## src/rtl/mips_pkg.sv

```systemverilog
// rtl/mips_pkg.sv - shared MIPS opcode/funct codes, FSM states and PC-source encodings
package mips_pkg;

    localparam logic [5:0] OP_RTYPE   = 6'h00;
    localparam logic [5:0] OP_J       = 6'h02;
    localparam logic [5:0] OP_JAL     = 6'h03;
    localparam logic [5:0] OP_BEQ     = 6'h04;
    localparam logic [5:0] OP_BNE     = 6'h05;
    localparam logic [5:0] OP_ADDI    = 6'h08;
    localparam logic [5:0] OP_ADDIU   = 6'h09;
    localparam logic [5:0] OP_SLTI    = 6'h0A;
    localparam logic [5:0] OP_ANDI    = 6'h0C;
    localparam logic [5:0] OP_ORI     = 6'h0D;
    localparam logic [5:0] OP_XORI    = 6'h0E;
    localparam logic [5:0] OP_LUI     = 6'h0F;
    localparam logic [5:0] OP_LW      = 6'h23;
    localparam logic [5:0] OP_SW      = 6'h2B;

    localparam logic [5:0] FN_JR      = 6'h08;
    localparam logic [5:0] FN_SYSCALL = 6'h0C;

    typedef enum logic [2:0] {
        S_IF   = 3'd0,
        S_ID   = 3'd1,
        S_EX   = 3'd2,
        S_MEM  = 3'd3,
        S_WB   = 3'd4,
        S_HALT = 3'd5
    } state_e;

    typedef enum logic [1:0] {
        PC_PLUS4  = 2'd0,
        PC_BRANCH = 2'd1,
        PC_JUMP   = 2'd2,
        PC_JR     = 2'd3
    } pc_src_e;

    typedef enum logic [3:0] {
        C_ALU     = 4'd0,
        C_LOAD    = 4'd1,
        C_STORE   = 4'd2,
        C_BRANCH  = 4'd3,
        C_JUMP    = 4'd4,
        C_JAL     = 4'd5,
        C_JR      = 4'd6,
        C_SYSCALL = 4'd7,
        C_ILLEGAL = 4'd8
    } ins_class_e;

endpackage

```

## src/rtl/mc_seq_decode.sv

```systemverilog
// rtl/mc_seq_decode.sv - combinational instruction classifier from op_code/function_code
module mc_seq_decode
    import mips_pkg::*;
(
    input  logic [5:0] op_code_i,
    input  logic [5:0] function_code_i,
    output ins_class_e cls_o
);

    always_comb begin
        cls_o = C_ILLEGAL;
        case (op_code_i)
            OP_RTYPE: begin
                case (function_code_i)
                    FN_JR:      cls_o = C_JR;
                    FN_SYSCALL: cls_o = C_SYSCALL;
                    default:    cls_o = C_ALU;
                endcase
            end
            OP_J:     cls_o = C_JUMP;
            OP_JAL:   cls_o = C_JAL;
            OP_BEQ, OP_BNE: cls_o = C_BRANCH;
            OP_LW:    cls_o = C_LOAD;
            OP_SW:    cls_o = C_STORE;
            OP_ADDI, OP_ADDIU, OP_SLTI, OP_ANDI, OP_ORI, OP_XORI, OP_LUI: cls_o = C_ALU;
            default:  cls_o = C_ILLEGAL;
        endcase
    end

endmodule

```

## src/rtl/mc_sequencer.sv

```systemverilog
// rtl/mc_sequencer.sv - multi-cycle MIPS control FSM; MC_SEQ_PERF_EN adds cycle/instruction counters
module mc_sequencer
    import mips_pkg::*;
#(
    parameter int unsigned MEM_TIMEOUT = 255,
    parameter int unsigned CNT_W       = 32
) (
    input  logic             clk,
    input  logic             rst,
    input  logic [5:0]       op_code,
    input  logic [5:0]       function_code,
    input  logic             branch_taken,
    input  logic             mem_ready,
    input  logic             resume,
    output logic             ir_we,
    output logic             pc_we,
    output logic [1:0]       pc_src,
    output logic             reg_we,
    output logic             mem_req,
    output logic             mem_we,
    output logic             halted,
    output logic             illegal,
    output logic             mem_err,
`ifdef MC_SEQ_PERF_EN
    output logic [CNT_W-1:0] cyc_cnt,
    output logic [CNT_W-1:0] ins_cnt,
`endif
    output logic [2:0]       state
);

    localparam logic [7:0] WAIT_LAST = 8'(MEM_TIMEOUT - 1);

    state_e     state_q, state_d;
    logic [7:0] wait_q, wait_d;
    logic       mem_err_q, mem_err_d;
    ins_class_e cls;

    logic    ir_we_c, pc_we_c, reg_we_c, mem_req_c, mem_we_c, halted_c, illegal_c;
    pc_src_e pc_src_c;

    mc_seq_decode u_decode (
        .op_code_i       (op_code),
        .function_code_i (function_code),
        .cls_o           (cls)
    );

    always_ff @(posedge clk or negedge rst) begin
        if (!rst) begin
            state_q   <= S_IF;
            wait_q    <= 8'd0;
            mem_err_q <= 1'b0;
        end else begin
            state_q   <= state_d;
            wait_q    <= wait_d;
            mem_err_q <= mem_err_d;
        end
    end

    always_comb begin
        state_d   = state_q;
        wait_d    = wait_q;
        mem_err_d = mem_err_q;
        ir_we_c   = 1'b0;
        pc_we_c   = 1'b0;
        pc_src_c  = PC_PLUS4;
        reg_we_c  = 1'b0;
        mem_req_c = 1'b0;
        mem_we_c  = 1'b0;
        halted_c  = 1'b0;
        illegal_c = 1'b0;
        case (state_q)
            S_IF: begin
                ir_we_c = 1'b1;
                pc_we_c = 1'b1;
                state_d = S_ID;
            end
            S_ID: begin
                case (cls)
                    C_JUMP: begin
                        pc_we_c  = 1'b1;
                        pc_src_c = PC_JUMP;
                        state_d  = S_IF;
                    end
                    C_JAL: begin
                        pc_we_c  = 1'b1;
                        pc_src_c = PC_JUMP;
                        reg_we_c = 1'b1;
                        state_d  = S_IF;
                    end
                    C_JR: begin
                        pc_we_c  = 1'b1;
                        pc_src_c = PC_JR;
                        state_d  = S_IF;
                    end
                    C_SYSCALL: state_d = S_HALT;
                    C_ILLEGAL: begin
                        illegal_c = 1'b1;
                        state_d   = S_IF;
                    end
                    default:   state_d = S_EX;
                endcase
            end
            S_EX: begin
                case (cls)
                    C_BRANCH: begin
                        pc_we_c  = branch_taken;
                        pc_src_c = PC_BRANCH;
                        state_d  = S_IF;
                    end
                    C_LOAD, C_STORE: begin
                        wait_d  = 8'd0;
                        state_d = S_MEM;
                    end
                    default: state_d = S_WB;
                endcase
            end
            S_MEM: begin
                mem_req_c = 1'b1;
                mem_we_c  = (cls == C_STORE);
                // A ready arriving on the last allowed cycle still completes normally.
                if (mem_ready) begin
                    wait_d  = 8'd0;
                    state_d = (cls == C_STORE) ? S_IF : S_WB;
                end else if (wait_q == WAIT_LAST) begin
                    wait_d    = 8'd0;
                    mem_err_d = 1'b1;
                    state_d   = S_HALT;
                end else begin
                    wait_d = wait_q + 8'd1;
                end
            end
            S_WB: begin
                reg_we_c = 1'b1;
                state_d  = S_IF;
            end
            S_HALT: begin
                halted_c = 1'b1;
                if (resume) state_d = S_IF;
            end
            default: state_d = S_IF;
        endcase
    end

    // Outputs are forced low while reset is held so an in-flight dmem request drops at once.
    assign ir_we   = rst & ir_we_c;
    assign pc_we   = rst & pc_we_c;
    assign pc_src  = rst ? pc_src_c : 2'd0;
    assign reg_we  = rst & reg_we_c;
    assign mem_req = rst & mem_req_c;
    assign mem_we  = rst & mem_we_c;
    assign halted  = rst & halted_c;
    assign illegal = rst & illegal_c;
    assign mem_err = mem_err_q;
    assign state   = state_q;

`ifdef MC_SEQ_PERF_EN
    localparam logic [CNT_W-1:0] CNT_ONE = 1;
    logic [CNT_W-1:0] cyc_q, ins_q;

    always_ff @(posedge clk or negedge rst) begin
        if (!rst) begin
            cyc_q <= '0;
            ins_q <= '0;
        end else begin
            if (state_q != S_HALT) cyc_q <= cyc_q + CNT_ONE;
            if (state_d == S_IF && state_q != S_IF) ins_q <= ins_q + CNT_ONE;
        end
    end

    assign cyc_cnt = cyc_q;
    assign ins_cnt = ins_q;
`endif

endmodule

```

## config.mk

```make
export PLATFORM = sky130hd
export DESIGN_NAME = mc_sequencer
export DESIGN_NICKNAME = d
export VERILOG_FILES = /design/src/rtl/mips_pkg.sv /design/src/rtl/mc_seq_decode.sv /design/src/rtl/mc_sequencer.sv
export SDC_FILE = /design/constraint.sdc
export NUM_CORES = 1
export LEC_CHECK = 0
export BUFFER_PORTS_ARGS = -buffer_cell sky130_fd_sc_hd__buf_2
export CORE_MARGIN = 2
export CORE_UTILIZATION = 51
export CTS_BUF_LIST = sky130_fd_sc_hd__clkbuf_16
export DETAILED_ROUTE_END_ITERATION = 10
export PLACE_DENSITY = 0.86
export SYNTH_ARGS = -nofsm -noshare
export SYNTH_HDL_FRONTEND = slang
export SYNTH_SLANG_ARGS = --single-unit
```

## constraint.sdc

```tcl
create_clock -name clk -period 2 [get_ports clk]
set_clock_uncertainty 0.05 [all_clocks]
set_input_delay 0.2 -clock clk [delete_from_list [all_inputs] [get_ports clk]]
set_output_delay 0.2 -clock clk [all_outputs]
set_load 0.005 [all_outputs]
```

==> flow_metrics.env, run 1 <==
export IMPL_rsz0062_at_grt="no"
export IMPL_vias=1151
export IMPL_comb_power_share_pct=42.6
export IMPL_final_layout_size_suffix_gt1_share_pct=26.3
export IMPL_hp_start="resume"
export IMPL_routed_wl_mm=2.85
export IMPL_maxSlewViolCount=0
export IMPL_cp_end_kind="output pin"
export IMPL_wl_per_cell_um=15.6
export IMPL_cts_max_path_buffers=2
export IMPL_final_util_pct=67.4
export IMPL_reg2reg_depth=5
export IMPL_max_slew_margin_pct=63.4
export IMPL_dieArea_um2=2390
export IMPL_finalSetupTns_ps=0
export IMPL_holdWs_ps=275
export IMPL_cap_violations=0
export IMPL_synth_edf_count=0
export IMPL_gp_congestion=0.929
export IMPL_post_cts_setup_buffers=0
export IMPL_swShare_pct=37.6
export IMPL_row_count=16
export IMPL_r2r_end="wait_q[4]$_DFFE_PN0P_"
export IMPL_syn_avg_cell_area_um2=8.23
export IMPL_status="finished clean"
export IMPL_critPathMaxFanout=8
export IMPL_overflow=0
export IMPL_dp_slack_ps=194
export IMPL_fin_crit_ps=1890
export IMPL_internal_power_mw=0.800
export IMPL_first_pass_iters=4
export IMPL_initial_core_util_pct=53.5
export IMPL_fmax_mhz=529
export IMPL_worstSetupStartpointType="flop"
export IMPL_antenna_cells=0
export IMPL_holdPathStages=3
export IMPL_worstSetupPathType="flop to output pin"
export IMPL_hold_path_class="primary input to flop"
export IMPL_clock_sinks=12
export IMPL_finalSetupViolCount=0
export IMPL_drt_antenna_violating_nets=0
export IMPL_synth_warnings=0
export IMPL_antenna_found_initial=0
export IMPL_cp_arrival_ps=1640
export IMPL_clockPowerShare_pct=28.7
export IMPL_min_to="state[2]$_DFFE_PN0P_"
export IMPL_die_x_um=48.9
export IMPL_io_pin_count=30
export IMPL_insertion_delay_ps=240
export IMPL_hold_viol=0
export IMPL_clk_pin_slew_ps=40
export IMPL_htreeDepth=1
export IMPL_syn2layout_area_growth_pct=25.9
export IMPL_regToRegSetupSlack_ps=320
export IMPL_port_buffers=29
export IMPL_rr_startpoint="wait_q[4]$_DFFE_PN0P_"
export IMPL_fin_nets=176
export IMPL_finalPower_mw=1.28
export IMPL_cts_tree="done"
export IMPL_synth_area_um2=1030
export IMPL_p_leak_nw=0.602
export IMPL_worst_slack_ps=110
export IMPL_grt_max_degree=13
export IMPL_die_h_um=48.9
export IMPL_p_seq_share_pct=28.7
export IMPL_finalCritPeriodShare_pct=94.5
export IMPL_synthCells=125
export IMPL_synth_cell_types=48
export IMPL_vdd_drop_max_mv=0.658
export IMPL_grt_usage_pct=25.0
export IMPL_layout_cells_non_filler=183
export IMPL_grt_first_pass_wirelength_mm=4.64
export IMPL_placed_area_um2=1200
export IMPL_synth_flop_cell="dfrtp_1"
export IMPL_synth_nets=144
export IMPL_yosysSeqAreaShare_pct=29.2
export IMPL_synthArstFlopShare_pct=100
export IMPL_dp_cells=178
export IMPL_clock_root_buffer="clkbuf_16"
export IMPL_pwr_density_cell_nw_per_um2=990
export IMPL_power_switching_mw=0.482
export IMPL_worstMarginPinSlew_ps=544
export IMPL_fillers=157
export IMPL_drc=0
export IMPL_dp_hpwl_mm=2.04
export IMPL_final_area_um2=1290
export IMPL_yosys_register_bits=12
export IMPL_drt_iter0_drc=51
export IMPL_viasPerCell=6.29
export IMPL_crit_required_ps=1750
export IMPL_coreArea_um2=1920
export IMPL_first_global_vias=1029
export IMPL_cts_buffers=3
critical path, stage by stage (launching register included):
cell and delay, ps:
dfrtp_1 400, buf_4 180, nand2b_1 190, inv_1 120
nand4b_1 160, o22ai_1 220, buf_2 140
worst max-delay path by stage:
stage,start,end,slack [ps],depth (start not counted)
2_1_floorplan,wait_q[2]$_DFFE_PN0P_,wait_q[5]$_DFFE_PN0P_,500,5
3_3_place_gp,op_code[5],reg_we,300,6
3_5_place_dp,op_code[5],reg_we,190,6
4_1_cts,state[2]$_DFFE_PN0P_,pc_we,150,6
5_1_grt,state[2]$_DFFE_PN0P_,pc_we,20,6
6_report,state[2]$_DFFE_PN0P_,pc_we,110,6
placed cells by master (no fill, tap or decap), types with 4 or more instances in the layout:
cell,instances
buf_2,29
dfrtp_1,12
nand3_1,4
nor2_1,9
nand2_1,11
nor3_1,5
o21ai_0,4
a21oi_1,7
inv_1,9
nand2b_1,4
buf_4,4
sequential cells by signal (all words and copies together), names as in the netlist:
register	count
wait_q	8
state	3
mem_err	1
cell families (layout without fill, tap and decap cells):
family	count (synthesis)	in the layout	share of synthesized area [%]
AO/OA/AOI/OAI	37	37	27.0
XOR/XNOR	2	2	1.70
adder cells (fa/ha/maj)	2	2	2.43
buffers and inverters	16	47	7.06
flip-flops	12	12	29.2
multiplexers	3	3	3.04
AND/OR/NAND/NOR	53	53	29.6
routing by layer:
| metal | wire, um | share of wire (%) | global-route usage [%] |
|---|---|---|---|
| met5 | 0 | 0 | 0 |
| met3 | 250 | 8.8 | 6.13 |
| met4 | 122 | 4.3 | 13.8 |
| met1 | 1150 | 40 | 31.7 |
| met2 | 1320 | 46 | 39.0 |
cell usage after synthesis, types with 2 or more instances:
| master | count | area share [%] |
|---|---|---|
| nor3_1 | 5 | 2.4 |
| a211oi_1 | 3 | 2.2 |
| a21oi_1 | 7 | 3.4 |
| nand4_1 | 3 | 1.8 |
| ha_1 | 2 | 2.4 |
| a21o_1 | 2 | 1.5 |
| o21a_1 | 2 | 1.5 |
| nand4b_1 | 2 | 1.7 |
| a2bb2oi_1 | 2 | 1.7 |
| nor4_1 | 2 | 1.2 |
| a22oi_1 | 2 | 1.5 |
| nand2_1 | 11 | 4.0 |
| nor2_1 | 9 | 3.3 |
| o21ai_0 | 4 | 1.9 |
| and4_1 | 3 | 2.6 |
| a22o_1 | 3 | 2.6 |
| o21bai_1 | 2 | 1.5 |
| dfrtp_1 | 12 | 29 |
| inv_1 | 9 | 3.3 |
| nand2b_1 | 4 | 2.4 |
| clkbuf_1 | 4 | 1.5 |
| nand3_1 | 4 | 1.9 |
| mux2i_1 | 2 | 1.9 |
| a31oi_1 | 2 | 1.2 |
layout make-up:
| type | count | area (um^2) | share of cell area (%) |
|---|---|---|---|
| Clock buffer | 3 | 75.1 | 5.80 |
| Clock inverter | 1 | 3.75 | 0.290 |
| Timing Repair Buffer | 34 | 185 | 14.3 |
| Sequential cell | 12 | 300 | 23.2 |
| Multi-Input combinational cell | 97 | 663 | 51.2 |
| Inverter | 9 | 33.8 | 2.61 |
| Tap cell | 27 | 33.8 | 2.61 |
what timing repair did:
action / 4_1_cts / 5_1_grt
hold endpoints to repair: 12 / 0
hold buffers: 1 / 0
setup endpoints to repair: 0 / 1
resized for setup: 0 / 1
power by group through the flow:
stage / Clock, mW / Sequential [mW] / Combinational, mW
floorplan: 0 / 0.356 / 0.350
global placement: 0 / 0.361 / 0.501
detailed placement: 0 / 0.366 / 0.518
CTS: 0.369 / 0.366 / 0.534
global route: 0.375 / 0.377 / 0.595
finish: 0.368 / 0.368 / 0.546
(Power assumes the default switching activity.)
==> run 2, diff against run 1 <==
--- a/config.mk
+++ b/config.mk
@@ -5,12 +5,13 @@
 export SDC_FILE = /design/constraint.sdc
 export NUM_CORES = 1
 export LEC_CHECK = 0
+export ABC_AREA = 1
 export BUFFER_PORTS_ARGS = -buffer_cell sky130_fd_sc_hd__buf_2
 export CORE_MARGIN = 2
-export CORE_UTILIZATION = 51
+export CORE_UTILIZATION = 46
 export CTS_BUF_LIST = sky130_fd_sc_hd__clkbuf_16
 export DETAILED_ROUTE_END_ITERATION = 10
-export PLACE_DENSITY = 0.86
+export PLACE_DENSITY = 0.82
 export SYNTH_ARGS = -nofsm -noshare
 export SYNTH_HDL_FRONTEND = slang
 export SYNTH_SLANG_ARGS = --single-unit
==> constraint.sdc (replaced) <==
create_clock -name clk -period 1.7 [get_ports clk]
set_clock_uncertainty 0.05 [all_clocks]
set_input_delay 0.17 -clock clk [delete_from_list [all_inputs] [get_ports clk]]
set_output_delay 0.17 -clock clk [all_outputs]
set_load 0.005 [all_outputs]
==> run 2 against run 1 <==
Die area is 11% higher. Largest cell class unchanged. Core utilization fell by 5.0 points. Setup slack got worse by 75 ps. Worst hold slack worse by 160 ps. Final cell count increased by 23%. Critical path depth is 2 higher. Highest routed layer unchanged. Clock power up 15%. First-iteration DRC count decreased by 27%. Sequential cell count did not move. Register-to-register slack got worse by 110 ps. Power grew 9.4%. Synthesized area increased by 1.2%.
==> flow_metrics.env, run 2 <==
export IMPL_critPathMaxFanout=5
export IMPL_grt_use_met3_pct=3.45
export IMPL_p_leak_nw=0.714
export IMPL_worstSetupStartpointType="flop"
export IMPL_synth_top_area_share_pct=28.8
export IMPL_holdPathStages=2
export IMPL_clock_sinks=12
export IMPL_synth_top_family_by_area="simple AND/OR/NAND/NOR gates"
export IMPL_wl_per_cell_um=11.3
export IMPL_synth_compound_area_share_pct=11.3
export IMPL_cp_arrival_ps=1450
export IMPL_viasPerCell=5.18
export IMPL_hp_start="mem_ready"
export IMPL_maxSlewViolCount=0
export IMPL_rr_startpoint="state[0]$_DFFE_PN0P_"
export IMPL_overflow=0
export IMPL_synth_area_top_cells="dfrtp_1 (29%), nand2_1 (12%), nor2_1 (9.7%)"
export IMPL_first_global_vias=1070
export IMPL_fin_crit_ps=1670
export IMPL_finalSetupViolCount=0
export IMPL_worstMarginPinSlew_ps=313
export IMPL_holdWs_ps=119
export IMPL_synth_top_area_cell="dfrtp_1"
export IMPL_globalRouteMet1Util_pct=26.9
export IMPL_drc=0
export IMPL_synth_simple_area_share_pct=47.0
export IMPL_synthMuxAreaShare_pct=0
export IMPL_drt_antenna_violating_nets=0
export IMPL_row_count=17
export IMPL_insertion_delay_ps=240
export IMPL_grt_busiest_layer="met2"
export IMPL_mostFrequentLayoutCells="nand2_1 (34), buf_2 (29), nor2_1 (27), inv_1 (21), nand3_1 (17)"
export IMPL_syn_avg_cell_area_um2=6.55
export IMPL_syn2layout_area_growth_pct=30.0
export IMPL_yosysSeqAreaShare_pct=28.8
export IMPL_synth_flop_cell="dfrtp_1"
export IMPL_antenna_found_initial=0
export IMPL_clockPowerShare_pct=30.3
export IMPL_synthTopCellsByCount="nand2_1 (34), nor2_1 (27), inv_1 (22), nand3_1 (17), dfrtp_1 (12)"
export IMPL_worstSetupPathType="flop to output pin"
export IMPL_pwr_density_cell_nw_per_um2=1040
export IMPL_cts_buffers=3
export IMPL_p_seq_share_pct=29.1
export IMPL_coreArea_um2=2170
export IMPL_yosysMostFrequentCell="nand2_1"
export IMPL_initial_core_util_pct=48.0
export IMPL_fmax_mhz=600
export IMPL_internal_power_mw=0.899
export IMPL_die_h_um=51.6
export IMPL_vdd_drop_max_mv=0.665
export IMPL_dp_hpwl_mm=1.96
export IMPL_drt_iter0_drc=37
export IMPL_regToRegSetupSlack_ps=210
export IMPL_vias=1166
export IMPL_synthAdderAreaFrac_pct=2.40
export IMPL_hold_path_class="primary input to flop"
export IMPL_yosys_register_bits=12
export IMPL_synth_nets=178
export IMPL_routed_wl_mm=2.55
export IMPL_port_buffers=29
export IMPL_synthArstFlopShare_pct=100
export IMPL_power_switching_mw=0.504
export IMPL_status="finished clean"
export IMPL_crit_required_ps=1480
export IMPL_clock_root_buffer="clkbuf_16"
export IMPL_first_pass_iters=5
export IMPL_rsz0062_at_grt="yes"
export IMPL_swShare_pct=35.9
export IMPL_cap_violations=0
export IMPL_synth_edf_count=0
export IMPL_final_util_pct=62.4
export IMPL_grt_usage_pct=21.2
export IMPL_cp_end_kind="output pin"
export IMPL_synthCells=159
export IMPL_grt_max_degree=13
export IMPL_fin_nets=217
export IMPL_grtUsageMet2_pct=37.6
export IMPL_cts_tree="done"
export IMPL_clk_pin_slew_ps=40
export IMPL_max_slew_margin_pct=79.1
export IMPL_synth_cell_types=27
export IMPL_finalCritPeriodShare_pct=98.0
export IMPL_synth_area_um2=1040
export IMPL_fillers=201
export IMPL_htreeDepth=1
export IMPL_dieArea_um2=2660
export IMPL_r2r_end="wait_q[4]$_DFFE_PN0P_"
export IMPL_final_common_cell="nand2_1"
export IMPL_final_layout_size_suffix_gt1_share_pct=32.5
export IMPL_largest_register_ffs=8
export IMPL_comb_power_share_pct=40.6
export IMPL_gp_congestion=0.876
export IMPL_die_x_um=51.6
export IMPL_reg2reg_depth=9
export IMPL_regMostFlops="wait_q"
export IMPL_cts_max_path_buffers=2
export IMPL_grt_first_pass_wirelength_mm=4.33
export IMPL_hold_viol=0
export IMPL_io_pin_count=30
export IMPL_synth_xor_area_share_pct=0
export IMPL_synth_warnings=0
export IMPL_min_to="mem_err$_DFFE_PN0P_"
export IMPL_antenna_cells=0
-- run 2: changes by cell type after synthesis, sizes merged, moves of 14 or more --
| cell | before | now |
|---|---|---|
| nor2 | 9 | 34 |
| inv | 9 | 27 |
| nand2 | 11 | 37 |
| nand3 | 4 | 18 |
-- run 2: worst max path at each step --
stage	cells past startpoint	from	slack, ps	endpoint
global placement	8	state[2]$_DFFE_PN0P_	190	pc_we
CTS	8	state[1]$_DFFE_PN0P_	30	pc_we
detailed placement	9	state[0]$_DFFE_PN0P_	130	pc_we
floorplan	8	state[2]$_DFFE_PN0P_	310	wait_q[6]$_DFFE_PN0P_
global route	8	state[1]$_DFFE_PN0P_	-60	pc_we
finish	8	state[1]$_DFFE_PN0P_	30	pc_we
-- run 2: critical path: stages, from the launching register on --
cell and delay [ps]:
dfrtp_2 450, nor3_4 220, inv_2 80, a21oi_2 110, nand2_1 80, nand2_1 60, nand2_1 50, nand2_1 60
buf_2 100
-- run 2: layout make-up --
| cell class | instances | area, um^2 | share of cell area, % |
|---|---|---|---|
| multi-input combinational | 120 | 642 | 47.4 |
| inverter | 27 | 109 | 8.04 |
| sequential | 12 | 304 | 22.5 |
| clock buffer | 3 | 75.1 | 5.55 |
| clock inverter | 1 | 3.75 | 0.277 |
| tap | 28 | 35.0 | 2.59 |
| timing repair buffer | 34 | 185 | 13.7 |
-- run 2: power groups by stage --
stage,Clock [mW],Combinational [mW],Sequential [mW]
floorplan,0,0.301,0.413
global placement,0,0.441,0.416
detailed placement,0,0.452,0.419
CTS,0.427,0.537,0.407
global route,0.453,0.626,0.419
finish,0.425,0.570,0.408
-- run 2: cell families after synthesis --
logic type      Yosys count
compound gates           18
fa+ha+maj                 2
buf+inv                  27
flops                    12
simple gates            100
-- run 2: metrics by stage --
stage	area (um^2)	TNS (ps)	cells	power (mW)	setup WS, ps
finish	1350	0	225	1.40	34.5
detailed placement	1230	0	217	0.872	131
CTS	1340	0	224	1.37	30.6
global route	1350	-57.8	225	1.50	-57.8
global placement	1230	0	217	0.857	185
floorplan	1040	0	159	0.714	313
-- run 2: routing by layer --
| layer | share of wire (%) | vias to the layer above |
|---|---|---|
| met5 | 0 | - |
| met4 | 1.4 | 0 |
| met3 | 5.0 | 6 |
| met2 | 49 | 47 |
| met1 | 45 | 528 |
| li1 | - | 585 |
-- run 2: what timing repair did --
action                     4_1_cts  5_1_grt
setup buffers                    2        1
hold buffers                     1        0
setup endpoints to repair        2        2
pin swaps                        1        3
gates resized for setup          4        2
hold endpoints to repair        12        0
==> run 3, diff against run 2 <==
--- a/config.mk
+++ b/config.mk
@@ -7,11 +7,10 @@
 export LEC_CHECK = 0
 export ABC_AREA = 1
 export BUFFER_PORTS_ARGS = -buffer_cell sky130_fd_sc_hd__buf_2
-export CORE_MARGIN = 2
 export CORE_UTILIZATION = 46
 export CTS_BUF_LIST = sky130_fd_sc_hd__clkbuf_16
 export DETAILED_ROUTE_END_ITERATION = 10
-export PLACE_DENSITY = 0.82
+export PLACE_DENSITY = 0.85
 export SYNTH_ARGS = -nofsm -noshare
 export SYNTH_HDL_FRONTEND = slang
 export SYNTH_SLANG_ARGS = --single-unit
==> run 3 against run 2 <==
Routed wire length increased by 2.5%. Sequential cell count unchanged. Final cell count increased by 0.44%.
==> flow_metrics.env, run 3 (same netlist as run 2, synthesis figures left out) <==
export IMPL_status="finished clean"
export IMPL_gp_congestion=1.00
export IMPL_port_buffers=29
export IMPL_max_slew_margin_pct=78.0
export IMPL_worstSetupPathType="flop to output pin"
export IMPL_wl_per_cell_um=11.5
export IMPL_io_pin_count=30
export IMPL_final_common_cell="nand2_1"
export IMPL_grt_use_met3_pct=4.94
export IMPL_worst_slack_ps=50.8
export IMPL_finalSetupViolCount=0
export IMPL_hold_path_class="primary input to flop"
export IMPL_dieArea_um2=2460
export IMPL_hold_viol=0
export IMPL_hp_start="mem_ready"
export IMPL_final_layout_size_suffix_gt1_share_pct=33.7
export IMPL_clock_sinks=12
export IMPL_critPathLaunch="state[2]$_DFFE_PN0P_"
export IMPL_insertion_delay_ps=240
export IMPL_cp_end_kind="output pin"
export IMPL_seq_area_um2=304
export IMPL_vdd_drop_max_mv=0.842
export IMPL_worstMarginPinSlew_ps=328
export IMPL_final_area_um2=1380
export IMPL_worstSetupStartpointType="flop"
export IMPL_drt_iter0_drc=39
export IMPL_pwr_density_cell_nw_per_um2=1030
export IMPL_mostFrequentLayoutCells="nand2_1 (34), buf_2 (29), nor2_1 (26), inv_1 (21), nand3_1 (17)"
export IMPL_die_x_um=49.6
export IMPL_grt_first_pass_wirelength_mm=4.51
export IMPL_multi_input_area_um2=649
export IMPL_coreArea_um2=2040
export IMPL_die_h_um=49.6
export IMPL_holdWs_ps=124
export IMPL_rsz0062_at_grt="yes"
export IMPL_routed_wl_mm=2.61
export IMPL_rr_startpoint="state[2]$_DFFE_PN0P_"
export IMPL_fillers=180
export IMPL_critPathMaxFanout=4
export IMPL_drt_antenna_violating_nets=0
export IMPL_row_count=16
export IMPL_first_global_vias=1100
export IMPL_regMostFlops="wait_q"
export IMPL_overflow=0
export IMPL_p_leak_nw=0.725
export IMPL_cp_arrival_ps=1430
export IMPL_grt_usage_pct=23.8
export IMPL_dp_hpwl_mm=2.05
export IMPL_drc=0
export IMPL_clock_root_buffer="clkbuf_16"
export IMPL_viasPerCell=5.28
export IMPL_grt_max_degree=13
export IMPL_crit_required_ps=1480
export IMPL_vias=1193
export IMPL_antenna_found_initial=0
export IMPL_cts_buffers=3
export IMPL_final_util_pct=67.3
export IMPL_syn2layout_area_growth_pct=32.1
export IMPL_htreeDepth=1
export IMPL_globalRouteMet1Util_pct=29.0
export IMPL_cts_max_path_buffers=2
export IMPL_clk_pin_slew_ps=40
export IMPL_fin_crit_ps=1650
export IMPL_cts_tree="done"
export IMPL_cap_violations=0
export IMPL_finalCritPeriodShare_pct=97.0
export IMPL_largest_register_ffs=8
export IMPL_maxSlewViolCount=0
export IMPL_placed_area_um2=1230
export IMPL_grtUsageMet2_pct=41.7
export IMPL_grt_busiest_layer="met2"
export IMPL_antenna_cells=0
export IMPL_initial_core_util_pct=51.0
export IMPL_first_pass_iters=6
export IMPL_dp_slack_ps=154
export IMPL_fmax_mhz=606
export IMPL_fin_nets=219
run 3: metrics by stage:
| stage | TNS [ps] | total power, mW | std cells |
|---|---|---|---|
| 6_report | 0 | 1.42 | 226 |
| 5_1_grt | -41.3 | 1.52 | 226 |
| 4_1_cts | 0 | 1.36 | 224 |
| 3_5_place_dp | 0 | 0.880 | 217 |
| 3_3_place_gp | 0 | 0.859 | 217 |
| 2_1_floorplan | 0 | 0.714 | 159 |
run 3: path summary, 6_finish.rpt:
kind / to / slack [ps] / depth (start not counted)
worst max-delay path: pc_we / 50 / 7
worst min-delay path: mem_err$_DFFE_PN0P_ / 120 / 2
worst max register to register: wait_q[2]$_DFFE_PN0P_ / 140 / 8
worst min register to register: mem_err$_DFFE_PN0P_ / 430 / 2
max in group asynchronous: state[2]$_DFFE_PN0P_ / 1000 / 3
min in group asynchronous: wait_q[4]$_DFFE_PN0P_ / 440 / 3
run 3: cell type report:
type	count	area share, %
clock buffers	3	5.46
well taps	27	2.46
repair buffers	36	14.6
multi-input cells	120	47.2
inverters	27	7.92
flip-flops and latches	12	22.1
clock inverters	1	0.273
run 3: critical path, stage by stage (launching register included):
cell     delay, ps
dfrtp_2        450
nor3_4         250
buf_4          160
nand3_1         70
nand2_1         70
nand2_1         40
nand2_1         50
buf_2          100
run 3: what timing repair did:
action	in CTS	in global routing
setup endpoints to repair	2	3
hold endpoints to repair	12	0
resized for setup	1	7
setup buffers	2	2
hold buffers	1	0
pin swaps	1	2
run 3: routing by layer:
metal	vias to the layer above	part of all wire, %
met4	0	1.3
li1	590	-
met5	-	0
met2	53	51
met1	544	40
met3	6	7.8
run 3: power by group:
part	internal [mW]	switching [mW]	leakage, nW	total, mW
combinational	0.265	0.322	0.533	0.587
clock	0.309	0.112	0.0385	0.421
sequential	0.340	0.0701	0.154	0.411
